[config.mk]
export PLATFORM = sky130hd
export DESIGN_NAME = fft_bfly_sequencer_flat
export DESIGN_NICKNAME = d
export VERILOG_FILES = /design/src/rtl/fft_pkg.sv /design/src/rtl/fft_bfly_sequencer_if.sv /design/src/rtl/fft_addr_gen.sv /design/src/rtl/fft_bfly_sequencer.sv /design/src/flat_wrapper.sv
export SDC_FILE = /design/constraint.sdc
export NUM_CORES = 1
export LEC_CHECK = 0
export CAP_MARGIN = 10
export CORE_MARGIN = 2
export CORE_UTILIZATION = 55
export CTS_CLUSTER_SIZE = 28
export DETAILED_ROUTE_END_ITERATION = 16
export PLACE_DENSITY_LB_ADDON = 0.15
export SLEW_MARGIN = 20
export SYNTH_ARGS = -nofsm -noshare
export SYNTH_HDL_FRONTEND = slang
export SYNTH_SLANG_ARGS = --single-unit
export TNS_END_PERCENT = 5
[constraint.sdc]
create_clock -name clk -period 12.5 [get_ports clk]
set_input_delay 1.875 -clock clk [delete_from_list [all_inputs] [get_ports clk]]
set_output_delay 1.875 -clock clk [all_outputs]
set_load 0.005 [all_outputs]
[src/rtl/fft_pkg.sv]
// rtl/fft_pkg.sv - shared FFT constants, sequencer state type and bit-reverse helper
package fft_pkg;

  localparam int NFFT_DEF  = 512;
  localparam int LOG2N_DEF = 9;

  typedef enum logic [1:0] {
    ST_IDLE,
    ST_ISSUE,
    ST_WAIT_WB,
    ST_DONE
  } seq_state_e;

  // Reverses the low log2n bits of idx; the frame loader uses it for its write addresses.
  function automatic logic [15:0] bitrev(input logic [15:0] idx, input int log2n);
    logic [15:0] r;
    logic [15:0] v;
    r = '0;
    v = idx;
    for (int i = 0; i < 16; i++) begin
      if (i < log2n) begin
        r = {r[14:0], v[0]};
        v = v >> 1;
      end
    end
    return r;
  endfunction

endpackage

[src/rtl/fft_bfly_sequencer_if.sv]
// rtl/fft_bfly_sequencer_if.sv - butterfly request and write-back channel
interface fft_bfly_sequencer_if import fft_pkg::*; #(
  parameter int NFFT = NFFT_DEF
) ();
  localparam int LOG2N = $clog2(NFFT);
  localparam int TW_W  = $clog2(NFFT / 2);
  localparam int STG_W = $clog2(LOG2N + 1);

  logic             bfly_valid_o;
  logic             bfly_ready_i;
  logic [LOG2N-1:0] addr_a_o;
  logic [LOG2N-1:0] addr_b_o;
  logic [TW_W-1:0]  tw_idx_o;
  logic [STG_W-1:0] stage_o;
  logic             wb_i;

  modport master (
    output bfly_valid_o, addr_a_o, addr_b_o, tw_idx_o, stage_o,
    input  bfly_ready_i, wb_i
  );

  modport slave (
    input  bfly_valid_o, addr_a_o, addr_b_o, tw_idx_o, stage_o,
    output bfly_ready_i, wb_i
  );
endinterface

[src/rtl/fft_addr_gen.sv]
// rtl/fft_addr_gen.sv - maps (stage, butterfly index) to operand addresses and twiddle index
module fft_addr_gen import fft_pkg::*; #(
  parameter  int NFFT  = NFFT_DEF,
  localparam int LOG2N = $clog2(NFFT),
  localparam int TW_W  = $clog2(NFFT / 2),
  localparam int STG_W = $clog2(LOG2N + 1)
) (
  input  logic [STG_W-1:0] stage_i,
  input  logic [TW_W-1:0]  k_i,
  output logic [LOG2N-1:0] addr_a_o,
  output logic [LOG2N-1:0] addr_b_o,
  output logic [TW_W-1:0]  tw_idx_o
);
  logic [LOG2N-1:0] k_ext;
  logic [LOG2N-1:0] half;
  logic [LOG2N-1:0] pos;
  logic [LOG2N-1:0] grp;

  // Low s bits of k pick the position inside a group; the rest pick the group.
  always_comb begin
    k_ext    = {1'b0, k_i};
    half     = LOG2N'(1) << stage_i;
    pos      = k_ext & (half - LOG2N'(1));
    grp      = k_ext >> stage_i;
    addr_a_o = (grp << (stage_i + STG_W'(1))) | pos;
    addr_b_o = addr_a_o + half;
    tw_idx_o = TW_W'(pos << (LOG2N - 1 - int'(stage_i)));
  end
endmodule

[src/rtl/fft_bfly_sequencer.sv]
// rtl/fft_bfly_sequencer.sv - radix-2 DIT FFT butterfly issue sequencer
// Issues NFFT/2 butterflies per stage and holds each stage until all its write-backs land.
module fft_bfly_sequencer import fft_pkg::*; #(
  parameter  int NFFT  = NFFT_DEF,
  localparam int LOG2N = $clog2(NFFT),
  localparam int TW_W  = $clog2(NFFT / 2),
  localparam int STG_W = $clog2(LOG2N + 1),
  localparam int CNT_W = $clog2(NFFT / 2 + 1)
) (
  input  logic                        clk,
  input  logic                        rst_n,
  input  logic                        start_i,
  output logic                        busy_o,
  output logic                        done_o,
  output logic                        err_o,
  fft_bfly_sequencer_if.master        bfly
);
  localparam int                 HALF     = NFFT / 2;
  localparam logic [TW_W-1:0]    K_LAST   = TW_W'(HALF - 1);
  localparam logic [STG_W-1:0]   S_LAST   = STG_W'(LOG2N - 1);
  localparam logic [CNT_W-1:0]   CNT_FULL = CNT_W'(HALF);

  seq_state_e       state_q, state_d;
  logic [STG_W-1:0] stage_q, stage_d;
  logic [TW_W-1:0]  k_q, k_d;
  logic [CNT_W-1:0] wb_cnt_q, wb_cnt_d;
  logic             busy_q, busy_d;
  logic             done_q, done_d;
  logic             err_q, err_d;
  logic             valid_q, valid_d;
  logic [LOG2N-1:0] addr_a_q, addr_b_q, gen_a, gen_b;
  logic [TW_W-1:0]  tw_q, gen_tw;
  logic             xfer, wb_active, wb_ok, stage_full;

  assign xfer       = valid_q & bfly.bfly_ready_i;
  assign wb_active  = (state_q == ST_ISSUE) || (state_q == ST_WAIT_WB);
  assign wb_ok      = bfly.wb_i & wb_active & (wb_cnt_q != CNT_FULL);
  assign stage_full = (wb_cnt_q + CNT_W'(wb_ok)) == CNT_FULL;

  always_comb begin
    state_d  = state_q;
    stage_d  = stage_q;
    k_d      = k_q;
    wb_cnt_d = wb_cnt_q + CNT_W'(wb_ok);
    err_d    = err_q | (bfly.wb_i & ~wb_ok);
    busy_d   = busy_q;
    done_d   = 1'b0;
    valid_d  = valid_q;
    case (state_q)
      ST_IDLE: begin
        if (start_i) begin
          state_d  = ST_ISSUE;
          stage_d  = '0;
          k_d      = '0;
          wb_cnt_d = '0;
          err_d    = 1'b0;
          busy_d   = 1'b1;
          valid_d  = 1'b1;
        end
      end
      ST_ISSUE: begin
        if (xfer) begin
          if (k_q == K_LAST) begin
            state_d = ST_WAIT_WB;
            valid_d = 1'b0;
          end else begin
            k_d = k_q + TW_W'(1);
          end
        end
      end
      ST_WAIT_WB: begin
        // The counter may complete on this cycle's own write-back.
        if (stage_full) begin
          if (stage_q == S_LAST) begin
            state_d = ST_DONE;
            busy_d  = 1'b0;
            done_d  = 1'b1;
          end else begin
            state_d  = ST_ISSUE;
            stage_d  = stage_q + STG_W'(1);
            k_d      = '0;
            wb_cnt_d = '0;
            valid_d  = 1'b1;
          end
        end
      end
      ST_DONE: begin
        state_d = ST_IDLE;
      end
      default: begin
        state_d = ST_IDLE;
        busy_d  = 1'b0;
        valid_d = 1'b0;
      end
    endcase
  end

  fft_addr_gen #(.NFFT(NFFT)) u_addr_gen (
    .stage_i  (stage_d),
    .k_i      (k_d),
    .addr_a_o (gen_a),
    .addr_b_o (gen_b),
    .tw_idx_o (gen_tw)
  );

  always_ff @(posedge clk or negedge rst_n) begin
    if (!rst_n) begin
      state_q  <= ST_IDLE;
      stage_q  <= '0;
      k_q      <= '0;
      wb_cnt_q <= '0;
      busy_q   <= 1'b0;
      done_q   <= 1'b0;
      err_q    <= 1'b0;
      valid_q  <= 1'b0;
      addr_a_q <= '0;
      addr_b_q <= '0;
      tw_q     <= '0;
    end else begin
      state_q  <= state_d;
      stage_q  <= stage_d;
      k_q      <= k_d;
      wb_cnt_q <= wb_cnt_d;
      busy_q   <= busy_d;
      done_q   <= done_d;
      err_q    <= err_d;
      valid_q  <= valid_d;
      // Addresses are zero whenever no request is being presented.
      addr_a_q <= valid_d ? gen_a  : '0;
      addr_b_q <= valid_d ? gen_b  : '0;
      tw_q     <= valid_d ? gen_tw : '0;
    end
  end

  assign busy_o            = busy_q;
  assign done_o            = done_q;
  assign err_o             = err_q;
  assign bfly.bfly_valid_o = valid_q;
  assign bfly.addr_a_o     = addr_a_q;
  assign bfly.addr_b_o     = addr_b_q;
  assign bfly.tw_idx_o     = tw_q;
  assign bfly.stage_o      = stage_q;
endmodule

[src/flat_wrapper.sv]
// flat-port wrapper written by rule: the top's interface ports become plain ports
module fft_bfly_sequencer_flat import fft_pkg::*;
#(
  parameter  int NFFT  = NFFT_DEF,
  localparam int LOG2N = $clog2(NFFT),
  localparam int TW_W  = $clog2(NFFT / 2),
  localparam int STG_W = $clog2(LOG2N + 1),
  localparam int CNT_W = $clog2(NFFT / 2 + 1)
)
  (clk, rst_n, start_i, busy_o, done_o, err_o, bfly_bfly_valid_o, bfly_addr_a_o, bfly_addr_b_o, bfly_tw_idx_o, bfly_stage_o, bfly_bfly_ready_i, bfly_wb_i);
  fft_bfly_sequencer_if #(.NFFT(NFFT)) bfly_i ();
  input  logic clk;
  input  logic rst_n;
  input  logic start_i;
  output logic busy_o;
  output logic done_o;
  output logic err_o;
  output wire logic [$bits(bfly_i.bfly_valid_o)-1:0] bfly_bfly_valid_o;
  output wire logic [$bits(bfly_i.addr_a_o)-1:0] bfly_addr_a_o;
  output wire logic [$bits(bfly_i.addr_b_o)-1:0] bfly_addr_b_o;
  output wire logic [$bits(bfly_i.tw_idx_o)-1:0] bfly_tw_idx_o;
  output wire logic [$bits(bfly_i.stage_o)-1:0] bfly_stage_o;
  input wire logic [$bits(bfly_i.bfly_ready_i)-1:0] bfly_bfly_ready_i;
  input wire logic [$bits(bfly_i.wb_i)-1:0] bfly_wb_i;
  assign bfly_bfly_valid_o = bfly_i.bfly_valid_o;
  assign bfly_addr_a_o = bfly_i.addr_a_o;
  assign bfly_addr_b_o = bfly_i.addr_b_o;
  assign bfly_tw_idx_o = bfly_i.tw_idx_o;
  assign bfly_stage_o = bfly_i.stage_o;
  assign bfly_i.bfly_ready_i = bfly_bfly_ready_i;
  assign bfly_i.wb_i = bfly_wb_i;
  fft_bfly_sequencer #(.NFFT(NFFT)) u_core (.clk(clk), .rst_n(rst_n), .start_i(start_i), .busy_o(busy_o), .done_o(done_o), .err_o(err_o), .bfly(bfly_i));
endmodule
==> summary.md, run 1 <==
| Metric | Value |
|---|---|
| Core Util, Final | `62.6%` |
| Sink Count | `53` |
| IO Pins | `39` |
| Internal | `272 uW` |
| Max_cap viols | `0` |
| Die area | `0.00850 sq mm` |
| Setup crit end kind | `flip-flop` |
| Global route overflow | `0` |
| Clock buffer depth | `2` |
| All-layer global routing usage | `a little over a quarter` |
| Post-synthesis area per instance | `8.50 sq um` |
| Core Area | `between 0.007 and 0.008 sq mm` |
| Status | `finished, final reports clean` |
| Clock group share of total power | `30.9%` |
| Antenna diode count | `0` |
| Relative slew slack | `36.2%` |
| RD Place Congestion | `between 0.9 and 1` |
| Worst Path Class, Setup | `input pin to flip-flop` |
| Top cell type's share of synthesized area | `31.0%` |
| Pre-CTS setup slack | `~4.3 ns` |
| Final wirelength | `11000 um` |
| Post-cts repair resize count | `0` |
| Crit start category | `input pin` |
| Clk_lat worst skew | `approximately 0.32 ns` |
| Main combinational cell family by area after synthesis | `simple AND/OR/NAND/NOR gates` |
| Fill count | `667` |
| Vias in the first global route | `3698` |
| Worst Tran Pin Value | `0.957 ns` |
| Part of the cycle the worst path needs | `63.9%` |
| Synth top area cells | `dfrtp_1 (31%), ha_1 (7.6%), nor2_1 (4.7%)` |
| Reg clk slew, reported paths | `0.10 ns` |
| Initial antenna violation count | `0` |
| Placed wire-length estimate | `7760 um` |
| PnR worst setup slack | `4.51 ns` |
| Pleak | `2.05 nW` |
| Setup Viol. Count Final | `0` |
| Hold-fix buffers, CTS | `0` |
| Tmin final | `roughly 8.0 ns` |
| # H-tree levels | `2` |
| Synthesized cell area | `0.00428 sq mm` |
| Clock root cell | `clkbuf_8` |
| Adder-cell share of the synthesized area | `8.07%` |
| Mux share of post-synthesis cell area | `3.69%` |
| Initial core utilization | `between 50% and 60%` |
| Most frequent cells in the layout | `nor2_1 (53), dfrtp_1 (53), nand2_1 (49)` |
| Logic pwr share | `17.5%` |
| Total nets after synthesis | `between 500 and 600` |
| Crit-path max FO | `21` |
| Synth warn | `0` |
| Core Rows | `32` |
| Mapped Cells | `503` |
| CTS tree | `yes` |
| Fin. max-slew vios | `0` |
| Post-CTS setup buffers | `0` |
| First-pass GRT wire length | `18200 um` |
| Nets@finish | `between 500 and 600` |
| Synth Area in Simple Gates | `24.6%` |
| Dominant cell type by area after synthesis | `dfrtp_1` |
| Wire per inst | `17.4 um` |
| Synth Flop Type | `dfrtp_1` |
| Reg area | `0.00133 sq mm` |
| Pre-Repair DR Iteration Count | `5` |
| Post-synth EDFFs | `0` |
| Area delta synth->final | `11.8%` |
| Setup TNS | `0 ns` |
| Initial drt markers | `382` |
| Post-synthesis sequential area ratio | `31.0%` |
| Post-synthesis compound-gate area fraction | `22.7%` |
| I/O Buffers | `38` |
| Worst EP required | `12.71 ns` |
| Post-DR vias/cell | `6.26` |
| RSZ-0062 raised after global routing | `no` |
| Switching Share | `roughly 30%` |
| CP arrival | `8.20 ns` |
| Worst Skew | `0.0173 ns` |
| P_sw | `between 100 and 150 uW` |
| Vias | `around 3900` |
| Distinct cells, synth | `86` |
| Total CTS buffers | `5` |
| DRC violations left | `0` |
| Die height | `92.2 um` |
| Final Hold Viols | `0` |
| VDD IR max | `0.0362 mV` |
| Area of the multi-input gates | `0.00272 sq mm` |
| Async set-or-reset flop fraction in the synthesized netlist | `100%` |
| Layout cells sized above 1 | `under 10%` |
| Top achievable clock speed | `125 MHz` |
| Pwr dens | `82.3 mW/mm^2` |
| Die Wd | `92.2 um` |
| Post-synthesis register bit count | `53` |
| Post-synthesis xor/xnor area fraction | `4.47%` |
| Part of the power in registers | `about half` |
| Detail Route Antenna Nets | `0` |
| HP Class | `flip-flop to flip-flop` |
| Largest net degree at the start of global routing | `54` |
## through the flow
step                      instances  instance area [sq um]  total power, mW  hold slack [ns]
after floorplan                 503                   4280            0.265            0.488
after global placement          622                   4670            0.272            0.517
after detailed placement        622                   4670            0.275            0.515
after CTS                       630                   4780            0.396            0.528
after global routing            630                   4780            0.412            0.563
final                           630                   4780            0.394            0.524
## final timing paths
kind,start,endpoint,slack [ns],cells after the start
max,bfly_wb_i,u_core.bfly.addr_b_o[7],4.51,22
min,u_core.state_q[1],u_core.state_q[1],0.52,1
max reg2reg,u_core.wb_cnt_q[4],u_core.bfly.addr_b_o[7],5.45,22
min reg2reg,u_core.state_q[1],u_core.state_q[1],0.52,1
max in group asynchronous,rst_n,u_core.bfly.addr_a_o[6],10.39,2
min in group asynchronous,rst_n,u_core.wb_cnt_q[2],1.66,2
## synth_stat cells (13+ instances only)
cell type and instances:
inv_1 21, dfrtp_1 53, nor2_1 53, xnor2_1 16, nand3_1 23, o21ai_0 19
nor3_1 16, ha_1 26, a31oi_1 13, a21oi_1 32, nand2_1 49
## layout make-up
type / count / share of cell area, %
multi-input cells: 401 / 56.8
well taps: 102 / 2.67
repair buffers: 40 / 8.16
flip-flops and latches: 53 / 27.7
clock inverters: 2 / 0.811
inverters: 26 / 2.33
clock buffers: 6 / 1.52
## sequential cells by signal (all words and copies together) (netlist names)
name / count
u_core.state_q: 2
u_core.bfly.bfly_valid_o: 1
u_core.busy_o: 1
u_core.wb_cnt_q: 9
u_core.bfly.addr_a_o: 9
u_core.bfly.stage_o: 4
u_core.bfly.addr_b_o: 9
u_core.k_q: 8
u_core.done_o: 1
u_core.bfly.tw_idx_o: 8
u_core.err_o: 1
## power by group through the flow
stage / logic (mW) / registers [mW] / clock network (mW)
2_1_floorplan: 0.0752 / 0.190 / 0
3_3_place_gp: 0.0675 / 0.205 / 0
3_5_place_dp: 0.0689 / 0.206 / 0
4_1_cts: 0.0692 / 0.203 / 0.124
5_1_grt: 0.0786 / 0.205 / 0.129
6_report: 0.0689 / 0.203 / 0.122
## metal layers
layer  GRT usage, %  vias to the layer above  routed length [um]
met5              0                        -                   0
met4           8.08                        0                 197
met3           3.20                       24                 748
met2           42.6                      167                5000
met1           37.4                     1883                5020
li1               -                     1868                   -
## kinds of logic (layout without fill, tap and decap cells)
family / Yosys count / count (layout)
adder cells (fa/ha/maj): 27 / 27
AND/OR/NAND/NOR: 206 / 206
buffers and inverters: 49 / 74
XOR/XNOR: 21 / 21
flip-flops: 53 / 53
AO/OA/AOI/OAI: 132 / 132
multiplexers: 15 / 15
## worst max-delay path, cell delays in order
cell	delay, ns
clkdlybuf4s50_1	0.47
nand2_1	0.05
nor2_1	0.14
ha_1	0.22
ha_1	0.31
nand3_1	0.19
xnor2_1	0.28
a2bb2oi_2	0.16
o311ai_1	0.29
and3_1	0.84
clkinv_8	0.26
ha_1	0.31
ha_1	0.51
nor2b_1	0.16
a31oi_1	0.37
inv_1	0.09
ha_1	0.30
nand2_1	0.07
or4b_4	0.56
a311oi_4	0.34
nor3_1	0.09
a211o_1	0.28
Power figures use the tool's default switching activity.
==> run 2: changes to the inputs <==
--- a/config.mk
+++ b/config.mk
@@ -7,7 +7,7 @@
 export LEC_CHECK = 0
 export CAP_MARGIN = 10
 export CORE_MARGIN = 2
-export CORE_UTILIZATION = 55
+export CORE_UTILIZATION = 53
 export CTS_CLUSTER_SIZE = 28
 export DETAILED_ROUTE_END_ITERATION = 16
 export PLACE_DENSITY_LB_ADDON = 0.15
==> constraint.sdc (replaced) <==
create_clock -name clk -period 6.7 [get_ports clk]
set_input_delay 1.005 -clock clk [delete_from_list [all_inputs] [get_ports clk]]
set_output_delay 1.005 -clock clk [all_outputs]
set_load 0.005 [all_outputs]
==> summary.md, run 2 (synthesized netlist as in run 1, its figures left out) <==
| Metric | Value |
|---|---|
| Setup crit end kind | `flip-flop` |
| RSZ-0062 raised after global routing | `no` |
| Clk_lat worst skew | `0.31 ns` |
| Vias | `4054` |
| P_sw | `roughly 220 uW` |
| Vias in the first global route | `3866` |
| Top achievable clock speed | `159 MHz` |
| Final wirelength | `~12000 um` |
| Switching Share | `30.5%` |
| RD Place Congestion | `0.989` |
| Pwr dens | `145 mW/mm^2` |
| Worst EP required | `6.94 ns` |
| Fill count | `between 600 and 700` |
| Initial core utilization | `a little under three fifths` |
| Clock group share of total power | `30.1%` |
| Most frequent cells in the layout | `nor2_1 (53), dfrtp_1 (53), nand2_1 (49)` |
| Area of the multi-input gates | `0.00272 sq mm` |
| Post-cts repair resize count | `0` |
| Wire per inst | `17.6 um` |
| Tmin final | `6.29 ns` |
| Clock buffer depth | `2` |
| Core Area | `just under 0.008 sq mm` |
| Layout cells sized above 1 | `14.1%` |
| GR met2 Demand/Resource | `43.9%` |
| DRC violations left | `0` |
| Post-DR vias/cell | `6.11` |
| All-layer global routing usage | `28.2%` |
| Core Rows | `32` |
| First-pass GRT wire length | `19800 um` |
| Sink Count | `53` |
| Die area | `0.00881 sq mm` |
| Placed wire-length estimate | `just under 9000 um` |
| Setup Viol. Count Final | `0` |
| Initial drt markers | `around 350` |
| VDD IR max | `just under 0.09 mV` |
| I/O Buffers | `38` |
| Reg clk slew, reported paths | `approximately 0.1 ns` |
| HP Class | `flip-flop to flip-flop` |
| Worst Tran Pin Value | `approximately 0.7 ns` |
| Global route overflow | `0` |
| CP arrival | `6.53 ns` |
| Final Hold Viols | `0` |
| Worst Skew | `0.0133 ns` |
| Clock root cell | `clkbuf_8` |
| Setup TNS | `0 ns` |
| Die Wd | `93.8 um` |
| Part of the power in registers | `51.6%` |
| Detail Route Antenna Nets | `0` |
| Largest net degree at the start of global routing | `54` |
| CTS tree | `yes` |
| Top Usage Layer GRT | `met2` |
| Die height | `93.8 um` |
| Crit start category | `input pin` |
| Worst Path Class, Setup | `input pin to flip-flop` |
| IO Pins | `39` |
| Status | `finished, final reports clean` |
| Initial antenna violation count | `0` |
| Antenna diode count | `0` |
| Fin. max-slew vios | `0` |
| Pre-Repair DR Iteration Count | `5` |
| Relative slew slack | `53.8%` |
| Reg area | `0.00133 sq mm` |
| Nets@finish | `593` |
| Pleak | `2.21 nW` |
| Area delta synth->final | `17.9%` |
| Grt met3 use | `between 3 and 4%` |
| Pre-CTS setup slack | `0.105 ns` |
| PnR worst setup slack | `0.409 ns` |
| GR Layer Usage met1 | `around 41%` |
| Internal | `509 uW` |
| Part of the cycle the worst path needs | `about 94%` |
| Logic pwr share | `18.3%` |
| Crit-path max FO | `9` |
| Max_cap viols | `0` |
| Total CTS buffers | `5` |
| # H-tree levels | `2` |
[run 2: cell types whose count changed in the layout (fill, tap and decap cells not counted), sizes merged]
cell,delta
clkinvlp,+1
clkbuf,-1
buf,+34
[run 2: worst paths after layout]
path,from,end,slack [ns],cells past startpoint
min in group asynchronous,rst_n,u_core.wb_cnt_q[1],0.80,2
max reg2reg,u_core.wb_cnt_q[2],u_core.bfly.addr_b_o[6],0.45,25
max in group asynchronous,rst_n,u_core.bfly.addr_b_o[5],5.44,2
min reg2reg,u_core.state_q[1],u_core.state_q[1],0.52,1
max,bfly_wb_i,u_core.bfly.addr_b_o[6],0.41,25
min,u_core.state_q[1],u_core.state_q[1],0.52,1
[run 2: stage by stage]
step / hold slack (ns) / area (sq um) / power, mW / instances / utilization (%)
2_1_floorplan: 0.488 / 4280 / 0.495 / 503 / -
3_3_place_gp: 0.514 / 4910 / 0.512 / 654 / 63.3
3_5_place_dp: 0.522 / 4910 / 0.517 / 654 / 63.3
4_1_cts: 0.534 / 5030 / 0.743 / 662 / 64.7
5_1_grt: 0.560 / 5040 / 0.779 / 664 / 64.9
6_report: 0.525 / 5040 / 0.732 / 664 / 64.9
[run 2: power groups by stage]
stage          registers [mW]  clock network, mW  logic, mW
6_report                0.378              0.220      0.134
5_1_grt                 0.383              0.243      0.153
4_1_cts                 0.377              0.230      0.136
3_5_place_dp            0.384                  0      0.133
3_3_place_gp            0.383                  0      0.129
2_1_floorplan           0.355                  0      0.140
[run 2: cell type report]
class                           count  area share (%)
Clock buffer                        5            1.36
Clock inverter                      3           0.918
Inverter                           26            2.21
Multi-Input combinational cell    401            53.9
Sequential cell                    53            26.3
Tap cell                          102            2.53
Timing Repair Buffer               74            12.8
[run 2: metal layers]
layer,vias to the layer above,share of wire [%]
li1,1940,-
met1,1931,47
met2,170,45
met3,13,6.6
met4,0,1.6
met5,-,0
[run 2: repair_timing]
item,4_1_cts,5_1_grt
buffers inserted,0,2
endpoints found under the hold margin,0,0
hold buffers,0,0
endpoints found under the setup margin,0,1
[run 2: critical path, cell delays in order]
cell and delay (ns):
clkdlybuf4s50_1 0.47, nand2_1 0.05, nor2_1 0.15, ha_1 0.23
ha_1 0.23, nand3_1 0.17, xnor2_1 0.29, a2bb2oi_2 0.11
buf_4 0.17, or3_4 0.37, o21a_4 0.25, clkinv_2 0.13
mux2_1 0.36, mux2i_1 0.22, nand3_1 0.19, o21ai_0 0.30
ha_1 0.25, inv_1 0.06, fa_1 0.38, nor2b_1 0.16
nand2_1 0.09, o211ai_1 0.17, o221ai_1 0.27, a211o_1 0.39
o21ai_1 0.07
==> run 3: changes to the inputs <==
--- a/config.mk
+++ b/config.mk
@@ -5,10 +5,11 @@
 export SDC_FILE = /design/constraint.sdc
 export NUM_CORES = 1
 export LEC_CHECK = 0
+export ABC_AREA = 1
 export CAP_MARGIN = 10
 export CORE_MARGIN = 2
 export CORE_UTILIZATION = 53
-export CTS_CLUSTER_SIZE = 28
+export CTS_CLUSTER_SIZE = 12
 export DETAILED_ROUTE_END_ITERATION = 16
 export PLACE_DENSITY_LB_ADDON = 0.15
 export SLEW_MARGIN = 20
==> summary.md, run 3 <==
| Metric | Value |
|---|---|
| Core Rows | `33` |
| Vias | `4168` |
| Setup TNS | `0 ns` |
| Async set-or-reset flop fraction in the synthesized netlist | `100%` |
| Synthesized cell area | `0.00442 sq mm` |
| Post-synthesis register bit count | `53` |
| Top cell by count, worst path | `nand2_1` |
| All-layer global routing usage | `between 20% and 30%` |
| Pre-Repair DR Iteration Count | `6` |
| Status | `finished, final reports clean` |
| Sink Count | `53` |
| Setup Viol. Count Final | `0` |
| Clock root cell | `clkbuf_8` |
| Clock buffer depth | `2` |
| VDD IR max | `around 0.21 mV` |
| Post-synth EDFFs | `0` |
| # H-tree levels | `2` |
| CP max stage delay | `0.47 ns` |
| Initial drt markers | `between 300 and 400` |
| Layout cells sized above 1 | `13.3%` |
| First-pass GRT wire length | `between 15000 and 20000 um` |
| Worst Tran Pin Value | `between 0.8 and 0.9 ns` |
| DRC violations left | `0` |
| Worst Skew | `roughly 0.008 ns` |
| Die area | `0.00908 sq mm` |
| Mapped Cells | `620` |
| Core Util, Final | `60.7%` |
| Largest net degree at the start of global routing | `54` |
| Flop-to-flop setup slack | `1.00 ns` |
| Total CTS buffers | `5` |
| Most frequent cells in the layout | `nand2_1 (156), inv_1 (78), nand3_1 (55)` |
| Relative slew slack | `44.3%` |
| Post-DR vias/cell | `5.48` |
| Dominant cell type by area after synthesis | `dfrtp_1` |
| Global route overflow | `0` |
| Hold-fix buffers, CTS | `0` |
| Synth warn | `0` |
| Die height | `~95 um` |
| Wire per inst | `15.0 um` |
| Reg area | `0.00133 sq mm` |
| HP Class | `flip-flop to flip-flop` |
| Synth top area cells | `dfrtp_1 (30%), nand2_1 (13%), ha_1 (7.4%)` |
| Area of the multi-input gates | `about 0.0027 sq mm` |
| Max_cap viols | `0` |
| Top cells by count, synth | `nand2_1 (156), inv_1 (78), nand3_1 (55)` |
| Commonest non-fill, non-tap cell in the layout | `nand2_1` |
| Detail Route Antenna Nets | `0` |
| Antenna diode count | `0` |
| IO Pins | `39` |
| Crit-path max FO | `23` |
| Initial antenna violation count | `0` |
| Post-synthesis sequential area ratio | `30.0%` |
| Critical-path top delay cell | `clkdlybuf4s50_1` |
| Setup crit end kind | `flip-flop` |
| RD Place Congestion | `0.943` |
| Post-cts repair resize count | `0` |
| Top achievable clock speed | `165 MHz` |
| CP bufs+invs | `5` |
| Core Area | `0.00813 sq mm` |
| RSZ-0062 raised after global routing | `no` |
| Final wirelength | `~11000 um` |
| Clk_lat worst skew | `0.31 ns` |
| Placed wire-length estimate | `8900 um` |
| Part of the cycle the worst path needs | `90.5%` |
| Pleak | `roughly 2.4 nW` |
| Final Hold Viols | `0` |
| I/O Buffers | `38` |
| Die Wd | `95.3 um` |
| CTS tree | `yes` |
| Fill count | `~800` |
| Distinct cells, synth | `52` |
| Nets@finish | `686` |
| Crit start category | `input pin` |
| Area delta synth->final | `11.8%` |
| Pwr dens | `380 mW/mm^2` |
| Post-synthesis area per instance | `7.13 sq um` |
| Synth Flop Type | `dfrtp_1` |
| Top cell type's share of synthesized area | `30.0%` |
| Most common cell in the netlist | `nand2_1` |
| Tot Pwr | `1.88 mW` |
| Vias in the first global route | `3867` |
| Worst EP required | `6.91 ns` |
| Post-CTS setup buffers | `0` |
| Fin. max-slew vios | `0` |
| Tmin final | `6.06 ns` |
| CP arrival | `6.27 ns` |
| Worst Path Class, Setup | `input pin to flip-flop` |
| Initial core utilization | `between 50% and 60%` |
| Largest delay contributor family on the critical path | `simple AND/OR/NAND/NOR gates` |
| Reg clk slew, reported paths | `0.10 ns` |
| Total nets after synthesis | `652` |
## run 3: changes by cell type after synthesis, moves of 11 or more
cell and delta:
xnor2_1 -15, a31oi_1 -13, nand2_2 +17, nand2_1 +107, nand3_2 +11, nand3_1 +32, inv_1 +57, nor3_1 -11
## run 3: cells by family (layout without fill, tap and decap cells)
kind of cell	count (synthesis)	in the layout	share of synthesized area [%]
compound gates	92	92	12.7
xor+xnor	5	5	1.16
fa+ha+maj	27	27	7.82
buf+inv	100	135	9.63
flops	53	53	30.0
mux	2	2	0.453
simple gates	341	341	38.2
## run 3: final timing paths
check / startpoint / to / cells past startpoint
worst max-delay path: bfly_wb_i / u_core.bfly.addr_b_o[7] / 34
worst min register to register: u_core.busy_o / u_core.busy_o / 2
worst max register to register: u_core.wb_cnt_q[3] / u_core.bfly.addr_b_o[7] / 34
min in group asynchronous: rst_n / u_core.wb_cnt_q[2] / 2
worst min-delay path: u_core.busy_o / u_core.busy_o / 2
max in group asynchronous: rst_n / u_core.bfly.addr_b_o[2] / 2
## run 3: routing by layer
metal | global-route usage (%) | share of wire [%] | up-vias | wire, um
met2 | 41.3 | 44 | 147 | 4990
met1 | 40.3 | 50 | 1926 | 5650
met4 | 4.47 | 0.96 | 0 | 110
met3 | 3.56 | 5.8 | 12 | 658
li1 | - | - | 2083 | -
met5 | 0 | 0 | - | 0
## run 3: area by class of cell
| class | count | area share (%) |
|---|---|---|
| clock buffers | 6 | 1.47 |
| repair buffers | 40 | 7.90 |
| inverters | 87 | 6.86 |
| well taps | 105 | 2.66 |
| flip-flops and latches | 53 | 26.8 |
| clock inverters | 2 | 0.304 |
| multi-input cells | 467 | 54.0 |
## run 3: power by group
part	switching, mW	internal (mW)
combinational	0.832	0.431
sequential	0.0476	0.382
clock	0.112	0.0740
total	0.992	0.887
## run 3: stage by stage
stage	hold WS, ns	area (sq um)	setup WS [ns]	instances
final	0.502	4940	0.639	760
after CTS	0.510	4940	0.683	760
after global routing	0.541	4940	0.122	760
after floorplan	0.476	4420	1.48	620
after global placement	0.472	4850	0.481	752
after detailed placement	0.485	4850	0.376	752
## run 3: worst reg2reg max path: cells and delay by family, from the launching register on
| family | cells | cell delay, ns |
|---|---|---|
| and+or+nand+nor | 19 | 2.48 |
| adders and majority gates | 5 | 1.33 |
| AOI/OAI and AO/OA | 6 | 1.00 |
| DFF | 1 | 0.47 |
| buffers and inverters | 4 | 0.31 |
